===== src/rtl/fht_stream_ctrl.sv =====
// Frame sequencer around fht_top: loads N = 4*2^A_BIT samples into the core,
// starts it, waits for completion and streams the N result bins back out.
module fht_stream_ctrl #(
  parameter int D_BIT  = 16,
  parameter int A_BIT  = 8,
  parameter int RD_LAT = 1
) (
  input  logic                 iCLK,
  input  logic                 iRESET,
  input  logic                 iEN,
  input  logic [D_BIT-2:0]     iS_DATA,
  input  logic                 iS_VALID,
  output logic                 oS_READY,
  output logic [D_BIT-2:0]     oCORE_DATA,
  output logic [A_BIT-1:0]     oCORE_ADDR_WR,
  output logic [3:0]           oCORE_WE,
  output logic                 oCORE_START,
  input  logic                 iCORE_RDY,
  output logic [4*A_BIT-1:0]   oCORE_ADDR_RD,
  input  logic [4*D_BIT-1:0]   iCORE_DATA,
  output logic [D_BIT-1:0]     oM_DATA,
  output logic                 oM_VALID,
  input  logic                 iM_READY,
  output logic                 oM_LAST,
  output logic                 oBUSY
);

  localparam int N  = 4 << A_BIT;
  localparam int CW = A_BIT + 2;

  typedef enum logic [2:0] {S_IDLE, S_LOAD, S_START, S_WAIT, S_UNLOAD} state_t;

  state_t          state, state_next;
  logic [CW-1:0]   ld_cnt;
  logic [CW-1:0]   rd_cnt;
  logic            rd_done;
  logic            rdy_low_seen;

  logic [RD_LAT-1:0] pipe_vld;
  logic [1:0]        pipe_lane [RD_LAT];
  logic              pipe_last [RD_LAT];

  logic [D_BIT-1:0]  fifo_data [2];
  logic              fifo_last [2];
  logic              wr_ptr, rd_ptr;
  logic [1:0]        fifo_cnt;

  logic              handshake_in, rd_issue, push, pop;
  logic [2:0]        inflight;
  logic [D_BIT-1:0]  push_data;

  assign oS_READY      = (state == S_LOAD);
  assign oCORE_START   = (state == S_START);
  assign oBUSY         = (state != S_IDLE);
  assign oCORE_ADDR_RD = {4{rd_cnt[CW-1:2]}};
  assign oM_VALID      = (fifo_cnt != 2'd0);
  assign oM_DATA       = fifo_data[rd_ptr];
  assign oM_LAST       = oM_VALID & fifo_last[rd_ptr];

  assign handshake_in = iS_VALID & oS_READY;
  assign pop          = oM_VALID & iM_READY;
  assign push         = pipe_vld[RD_LAT-1];
  assign push_data    = iCORE_DATA[int'(pipe_lane[RD_LAT-1])*D_BIT +: D_BIT];

  // A slot freed by this cycle's pop may be reused, which keeps one bin per cycle at RD_LAT = 1.
  always_comb begin
    inflight = 3'd0;
    for (int k = 0; k < RD_LAT; k++) inflight = inflight + 3'(pipe_vld[k]);
    rd_issue = (state == S_UNLOAD) && !rd_done &&
               (({1'b0, fifo_cnt} + inflight) < (3'd2 + 3'(pop)));
  end

  always_comb begin
    state_next = state;
    case (state)
      S_IDLE:   if (iEN) state_next = S_LOAD;
      S_LOAD:   if (handshake_in && ld_cnt == CW'(N-1)) state_next = S_START;
      S_START:  state_next = S_WAIT;
      S_WAIT:   if (iCORE_RDY && rdy_low_seen) state_next = S_UNLOAD;
      S_UNLOAD: if (pop && oM_LAST) state_next = S_IDLE;
      default:  state_next = S_IDLE;
    endcase
  end

  always_ff @(posedge iCLK) begin
    if (iRESET) state <= S_IDLE;
    else        state <= state_next;
  end

  always_ff @(posedge iCLK) begin
    if (iRESET) begin
      ld_cnt        <= '0;
      oCORE_DATA    <= '0;
      oCORE_ADDR_WR <= '0;
      oCORE_WE      <= '0;
    end else begin
      oCORE_WE <= '0;
      if (state == S_IDLE) ld_cnt <= '0;
      if (handshake_in) begin
        oCORE_DATA    <= iS_DATA;
        oCORE_ADDR_WR <= ld_cnt[CW-1:2];
        oCORE_WE      <= 4'b0001 << ld_cnt[1:0];
        ld_cnt        <= ld_cnt + CW'(1);
      end
    end
  end

  // A high RDY left over from the previous frame only counts after it has been seen low.
  always_ff @(posedge iCLK) begin
    if (iRESET)                           rdy_low_seen <= 1'b0;
    else if (state == S_START)            rdy_low_seen <= 1'b0;
    else if (state == S_WAIT && !iCORE_RDY) rdy_low_seen <= 1'b1;
  end

  always_ff @(posedge iCLK) begin
    if (iRESET) begin
      rd_cnt   <= '0;
      rd_done  <= 1'b0;
      pipe_vld <= '0;
      for (int k = 0; k < RD_LAT; k++) begin
        pipe_lane[k] <= '0;
        pipe_last[k] <= 1'b0;
      end
    end else begin
      if (state == S_WAIT) begin
        rd_cnt  <= '0;
        rd_done <= 1'b0;
      end else if (rd_issue) begin
        rd_cnt <= rd_cnt + CW'(1);
        if (rd_cnt == CW'(N-1)) rd_done <= 1'b1;
      end
      pipe_vld[0]  <= rd_issue;
      pipe_lane[0] <= rd_cnt[1:0];
      pipe_last[0] <= (rd_cnt == CW'(N-1));
      for (int k = 1; k < RD_LAT; k++) begin
        pipe_vld[k]  <= pipe_vld[k-1];
        pipe_lane[k] <= pipe_lane[k-1];
        pipe_last[k] <= pipe_last[k-1];
      end
    end
  end

  always_ff @(posedge iCLK) begin
    if (iRESET) begin
      wr_ptr   <= 1'b0;
      rd_ptr   <= 1'b0;
      fifo_cnt <= 2'd0;
      for (int k = 0; k < 2; k++) begin
        fifo_data[k] <= '0;
        fifo_last[k] <= 1'b0;
      end
    end else begin
      if (push) begin
        fifo_data[wr_ptr] <= push_data;
        fifo_last[wr_ptr] <= pipe_last[RD_LAT-1];
        wr_ptr            <= ~wr_ptr;
      end
      if (pop) rd_ptr <= ~rd_ptr;
      fifo_cnt <= fifo_cnt + 2'(push) - 2'(pop);
    end
  end

endmodule


===== config.mk =====
export PLATFORM = sky130hd
export DESIGN_NAME = fht_stream_ctrl
export DESIGN_NICKNAME = d
export VERILOG_FILES = /design/src/rtl/fht_stream_ctrl.sv
export SDC_FILE = /design/constraint.sdc
export NUM_CORES = 1
export LEC_CHECK = 0
export ABC_AREA = 1
export CORE_MARGIN = 2
export CORE_UTILIZATION = 45
export DETAILED_ROUTE_END_ITERATION = 10
export PLACE_DENSITY = 0.91
export SLEW_MARGIN = 20
export SYNTH_ARGS = -nofsm -noshare
export SYNTH_HDL_FRONTEND = slang
export SYNTH_SLANG_ARGS = --single-unit

===== constraint.sdc =====
create_clock -name iCLK -period 2.06 [get_ports iCLK]
set_input_delay 0.412 -clock iCLK [delete_from_list [all_inputs] [get_ports iCLK]]
set_output_delay 0.412 -clock iCLK [all_outputs]
set_load 0.1 [all_outputs]

==> metrics.yaml, run 1 <==
routing:
  wire_per_inst_um: 13.7
  drc: 0
  drtPass1Iterations: 5
  vias: 4492
  vias_per_cell: 5.11
  wl_um: 12000
  ant_nets: 0
  drtIter0Drc: 343
layout:
  diodes: 0
  syn_to_final_growth_pct: 45.0
  final_common_cell: "nand2_1"
  fin_util: 0.664
  design_area_um2: 6790
  nets: 829
  layout_common_cells: "nand2_1, nor2_1, clkdlybuf4s50_1, dfxtp_1, buf_4"
  drive_above_1_share: 0.176
floorplanning:
  core-area_um2: 10200
  die_area_um2: 11200
  die_y_um: 106
  ios: 165
  die_x_um: 106
  start_util: 0.458
  fp-row-count: 37
timing:
  drv_slew: 0
  fin_tns_setup_ns: 0
  hold_viol: 0
  relSlewSlack: 0.644
  fin_skew_ns: 0.00899
  grt_setup_unrepaired: "false"
  layout_setup_ws_ns: 0.184
  tightest_slew_ns: 0.534
  setup_viol: 0
  period_share: 0.911
  max_freq_mhz: 533
  finalCriticalPeriod_ns: 1.88
cts:
  clk_latency_ns: 0.35
  cts_tree: "built"
  htreeDepth: 3
  post-cts-setup-buffers: 0
  clockBufferDepth: 2
  numCtsBuffers: 9
  cts_hold_buf: 0
  clockRootBuffer: "clkbuf_8"
  clk_pin_slew_ns: 0.09
  numClockSinks: 95
placed_design:
  routabilityCongestion: 0.833
  port_buffers: 164
  place_area_um2: 6600
  hpwlAfterDp_um: 8940
  pre_cts_slack_ns: 0.0179
outcome:
  status: "complete, no violations"
critical_path:
  cp.arrival_ns: 1.46
  crit_start: "state[0]"
  timing.rr.start: "fifo_cnt[1]"
  startpoint_type: "flop"
  cp_max_fo: 5
  end_kind: "primary output"
  crit_required_ns: 1.65
  path_class: "reg -> out"
power_and_ir_drop:
  powerDensity_nw_per_um2: 1000
  ir_worst_vdd_mv: 1.27
  p_leak_nw: 2.91
synthesis:
  yosys_warnings: 0
  synth.avg_cell_area_um2: 7.77
  syn_inst: 603
  ys_seq_area_frac: 0.479
  netlist_area_um2: 4680
  ys_seq_elements: 95
  synthesis.nets: 694
  synth_cell_types: 35
grt:
  grt_pass1_vias: 4284
  overflow: 0
  grt_pass1_wl_um: 19300
  antenna_found_initial: 0
  grtUsageTotal: 0.212
  grt_max_degree: 33
worst_hold_path:
  hold_path.class: "reg -> reg"
  min-delay-start: "oCORE_ADDR_WR[3]"
job:
  max_cap_violations: 0
==> layer usage <==
metal,wire length [µm],vias up,global-route usage,share of wire
met3,970,22,0.0570,0.081
met2,6090,188,0.384,0.51
met4,210,0,0.0855,0.017
li1,-,2190,-,-
met1,4760,2092,0.234,0.40
met5,0,-,0,0
==> through the flow <==
step                total power, mW  hold slack, ns  cells
finish                         6.83           0.475    879
floorplan                      4.59           0.426    603
global route                   7.11           0.481    879
global placement               5.60           0.440    863
CTS                            6.85           0.470    879
detailed placement             5.67           0.456    863
==> critical path, stage by stage (launching register included) <==
cell	delay (ns)
dfxtp_1	0.37
nor2_2	0.19
inv_1	0.11
nor2_2	0.15
inv_2	0.10
buf_12	0.18
==> area by class of cell <==
class / count / area, µm²
fillers: 786 / 3440
flip-flops and latches: 95 / 2240
repair buffers: 182 / 2110
multi-input cells: 408 / 1920
well taps: 136 / 170
inverters: 42 / 159
clock buffers: 10 / 128
clock inverters: 6 / 60.1
==> synthesized netlist by cell type <==
cell      number  area share
nand2_1      167        0.13
clkinv_2       1      0.0011
buf_4         35       0.056
xor2_1         4      0.0075
a32o_1        16       0.034
or2_0          2      0.0027
nor2_1       102       0.082
or2_2          1      0.0013
ha_1           6       0.016
a21oi_1       43       0.046
buf_2         11       0.012
nand3_2        1      0.0021
inv_2          4      0.0032
nand2_2        3      0.0040
nor3_1         5      0.0053
buf_1          2      0.0016
o21bai_1       1      0.0016
xnor2_1        2      0.0037
nor4_1         1      0.0013
o21ai_1        3      0.0032
o21ai_0       29       0.031
clkbuf_1       9      0.0072
nand3_4        1      0.0037
edfxtp_1      34        0.22
nor3_2         1      0.0021
o31ai_1        1      0.0016
buf_6          1      0.0024
dfxtp_1       61        0.26
nand3_1       14       0.015
nand3b_1       1      0.0016
clkinv_1       1     0.00080
a211oi_1       1      0.0016
nor2_2         2      0.0027
nor2_8         1      0.0043
inv_1         36       0.029
==> registers in the layout, indices dropped and copies added (netlist names), named ones only <==
| name | count |
|---|---|
| pipe_lane | 2 |
| oCORE_ADDR_WR | 8 |
| fifo_data | 32 |
| pipe_vld | 1 |
| rd_done | 1 |
| rd_ptr | 1 |
| rdy_low_seen | 1 |
| oCORE_DATA | 15 |
| state | 3 |
| oCORE_WE | 4 |
| rd_cnt | 10 |
| fifo_last | 2 |
| wr_ptr | 1 |
| pipe_last | 1 |
| ld_cnt | 10 |
| fifo_cnt | 2 |
==> cell families (layout without fill, tap and decap cells) <==
logic type	Yosys count	in the layout	synth area share
xor+xnor	6	6	0.0112
flops	95	95	0.479
compound gates	94	94	0.119
buf+inv	100	240	0.113
fa+ha+maj	6	6	0.0160
simple gates	302	302	0.262
==> path summary, 6_finish.rpt <==
check,to,slack [ns],cells after the start
worst max-delay path,oBUSY,0.18,5
worst min-delay path,oCORE_ADDR_WR[3],0.48,2
worst max register to register,fifo_cnt[1],0.32,10
worst min register to register,oCORE_ADDR_WR[3],0.48,2
==> timing repair <==
item,4_1_cts,5_1_grt
resized for setup,1,2
endpoints found under the setup margin,1,1
pin swaps,0,0
==> power by group <==
part	switching (mW)	leakage, nW	total (mW)	internal, mW
registers	0.119	0.846	2.24	2.12
clock network	0.617	0.0941	1.17	0.558
logic	2.41	1.97	3.41	0.998
total	3.15	2.91	6.83	3.68
Power figures use the tool's default switching activity.
==> run 2: changes to the inputs <==
ABC_AREA = default   (was 1)
==> metrics.yaml, run 2 <==
timing:
  relSlewSlack: 0.641  # -0.00230
  setup_viol: 0  # unchanged
  tightest_slew_ns: 0.538  # +0.00418 ns
  layout_setup_ws_ns: 0.0686  # -0.115 ns
  fin_skew_ns: 0.0148  # +0.00579 ns
  drv_slew: 0  # unchanged
  hold_viol: 0  # unchanged
  holdWs_ns: 0.414  # -0.0616 ns
  max_freq_mhz: 502  # -5.8%
  finalCriticalPeriod_ns: 1.99  # +0.115 ns
  period_share: 0.967  # +0.0559
layout:
  multiInputGateArea_um2: 2070  # +7.7%
  fin_util: 0.686  # +0.0221
  largest_register_ffs: 32  # unchanged
  final_common_cell: "clkdlybuf4s50_1"
  instances_no_fill: 739  # -16%
  regArea_um2: 2250  # +0.22%
  top_register: "fifo_data"
  drive_above_1_share: 0.294  # +0.117
  syn_to_final_growth_pct: 50.0
  nets: 689  # -17%
  nFillCells: 735  # -6.5%
  design_area_um2: 7020  # +3.3%
  biggestRegsByFlops: "fifo_data: 32 flops, oCORE_DATA: 15 flops"
  diodes: 0  # unchanged
  layout_common_cells: "clkdlybuf4s50_1, dfxtp_1, buf_4, nand2_1, buf_12"
power_and_ir_drop:
  powerDensity_nw_per_um2: 686  # -32%
  p_leak_nw: 2.62  # -10%
  ir_worst_vdd_mv: 0.396  # -69%
cts:
  cts_tree: "built"
  clk_pin_slew_ns: 0.10  # about the same
  clockBufferDepth: 2  # unchanged
  clk_latency_ns: 0.35  # about the same
  htreeDepth: 3  # unchanged
  clockRootBuffer: "clkbuf_8"
  numCtsBuffers: 9  # unchanged
  cts_hold_buf: 0  # unchanged
  numClockSinks: 95  # unchanged
synthesis:
  synth_top_cell_by_area: "dfxtp_1"
  synth.area.top_cells: "dfxtp_1, edfxtp_1, mux4_2"
  synth_commonest_cells: "dfxtp_1, nand2_1, a21oi_1"
  syn_inst: 454  # -25%
  synthesis.nets: 545  # -21%
  synth.avg_cell_area_um2: 10.3  # +33%
  netlist_area_um2: 4680  # about the same
  synth_most_common_cell: "dfxtp_1"
  ys_async_sr_fraction: 0  # unchanged
  yosys_warnings: 0  # unchanged
  ys_seq_elements: 95  # unchanged
  synth_cell_types: 50  # +43%
  synth_edf_count: 34  # unchanged
  synth_top_area_share: 0.261  # about the same
  ys_seq_area_frac: 0.479  # about the same
  ys.flop_type: "dfxtp_1"
floorplanning:
  core-area_um2: 10200  # unchanged
  ios: 165  # unchanged
  die_x_um: 106  # about the same
  fp-row-count: 37  # unchanged
  start_util: 0.458  # about the same
  die_area_um2: 11200  # about the same
  die_y_um: 106  # about the same
job:
  max_cap_violations: 0  # unchanged
placed_design:
  port_buffers: 164  # unchanged
  routabilityCongestion: 0.846  # +1.5%
  place_area_um2: 6740  # +2.2%
  dp.cells: 719  # -17%
  hpwlAfterDp_um: 9080  # +1.5%
  pre_cts_slack_ns: -0.0791  # -0.0969 ns
critical_path:
  crit_family: "simple AND/OR/NAND/NOR gates"
  end_kind: "flop"
  crit_path_top_delay_cell: "dfxtp_4"
  cp_max_fo: 4  # -1
  path_class: "reg -> reg"
  path_cells: "ha_2 -> ha_2 -> nor4bb_2 -> nand4_1 -> buf_4 -> o31a_2 -> o21ba_2"
  path_buf_inv: 1  # -2
  crit_required_ns: 2.32  # +0.67 ns
  cp.arrival_ns: 2.25  # +0.79 ns
  slowest_delay_ns: 0.35  # -0.02 ns
  startpoint_type: "flop"
  critPathMostFrequentCell: "ha_2"
outcome:
  status: "complete, no violations"
grt:
  overflow: 0  # unchanged
  grt_pass1_vias: 4003  # -6.6%
  grt_pass1_wl_um: 19000  # -1.5%
  antenna_found_initial: 0  # unchanged
  grtUsageTotal: 0.210  # -0.00231
  grt_max_degree: 41  # +24%
routing:
  wire_per_inst_um: 16.5  # +20%
  ant_nets: 0  # unchanged
  wl_um: 12200  # +1.1%
  vias: 3943  # -12%
  drtPass1Iterations: 4  # -1
  drtIter0Drc: 208  # -39%
  drc: 0  # unchanged
  vias_per_cell: 5.34  # +4.4%
worst_hold_path:
  hold_path.class: "in -> reg"
## run 2: cell types whose count changed after synthesis, moves of 20 or more
cell and delta:
nand2_1 -110, nor2_1 -82, inv_1 -28, nor2b_1 +20, o21ai_0 -20
## run 2: power by group
part	internal [mW]	leakage, nW	switching (mW)
combinational	0.559	1.65	0.868
clock	0.703	0.120	0.638
sequential	2.00	0.845	0.0473
## run 2: what timing repair did
item,4_1_cts,5_1_grt
setup endpoints to repair,0,6
gates resized for setup,0,7
buffers inserted,0,4
endpoints found under the hold margin,0,0
## run 2: layout make-up
cell class / count / share of cell area
Multi-Input combinational cell: 291 / 0.294
Sequential cell: 95 / 0.320
Clock buffer: 12 / 0.0251
Inverter: 8 / 0.00428
Tap cell: 136 / 0.0242
Timing Repair Buffer: 193 / 0.325
Clock inverter: 4 / 0.00695
## run 2: worst paths after layout
| path | to | cells after the start | start | slack [ns] |
|---|---|---|---|---|
| worst max-delay path | rd_cnt[7] | 7 | fifo_cnt[0] | 0.07 |
| worst min register to register | oCORE_DATA[14] | 2 | oCORE_DATA[14] | 0.46 |
| worst max register to register | rd_cnt[7] | 7 | fifo_cnt[0] | 0.07 |
| worst min-delay path | fifo_cnt[1] | 2 | iRESET | 0.41 |
## run 2: cells by family (layout without fill, tap and decap cells)
group | after synthesis | after routing | synth area share
xor+xnor | 4 | 4 | 0.00749
mux | 36 | 36 | 0.125
flops | 95 | 95 | 0.479
simple gates | 174 | 174 | 0.198
compound gates | 71 | 71 | 0.0879
fa+ha+maj | 6 | 6 | 0.0160
buf+inv | 68 | 217 | 0.0863
## run 2: metrics by stage
stage	setup TNS (ns)	total power [mW]
5_1_grt	-0.00797	4.97
2_1_floorplan	0	2.97
4_1_cts	0	4.83
3_3_place_gp	0	3.46
3_5_place_dp	-0.335	3.51
6_report	0	4.82
## run 2: worst register-to-register path, stage by stage (launching register included)
cell and delay, ns:
dfxtp_4 0.35, ha_2 0.16, ha_2 0.18, nor4bb_2 0.28
nand4_1 0.23, buf_4 0.22, o31a_2 0.27, o21ba_2 0.21
## run 2: routing by layer
| layer | track usage | routed length [µm] |
|---|---|---|
| met1 | 0.230 | 4590 |
| met2 | 0.408 | 6800 |
| met3 | 0.0319 | 650 |
| met4 | 0.0677 | 126 |
| met5 | 0 | 0 |
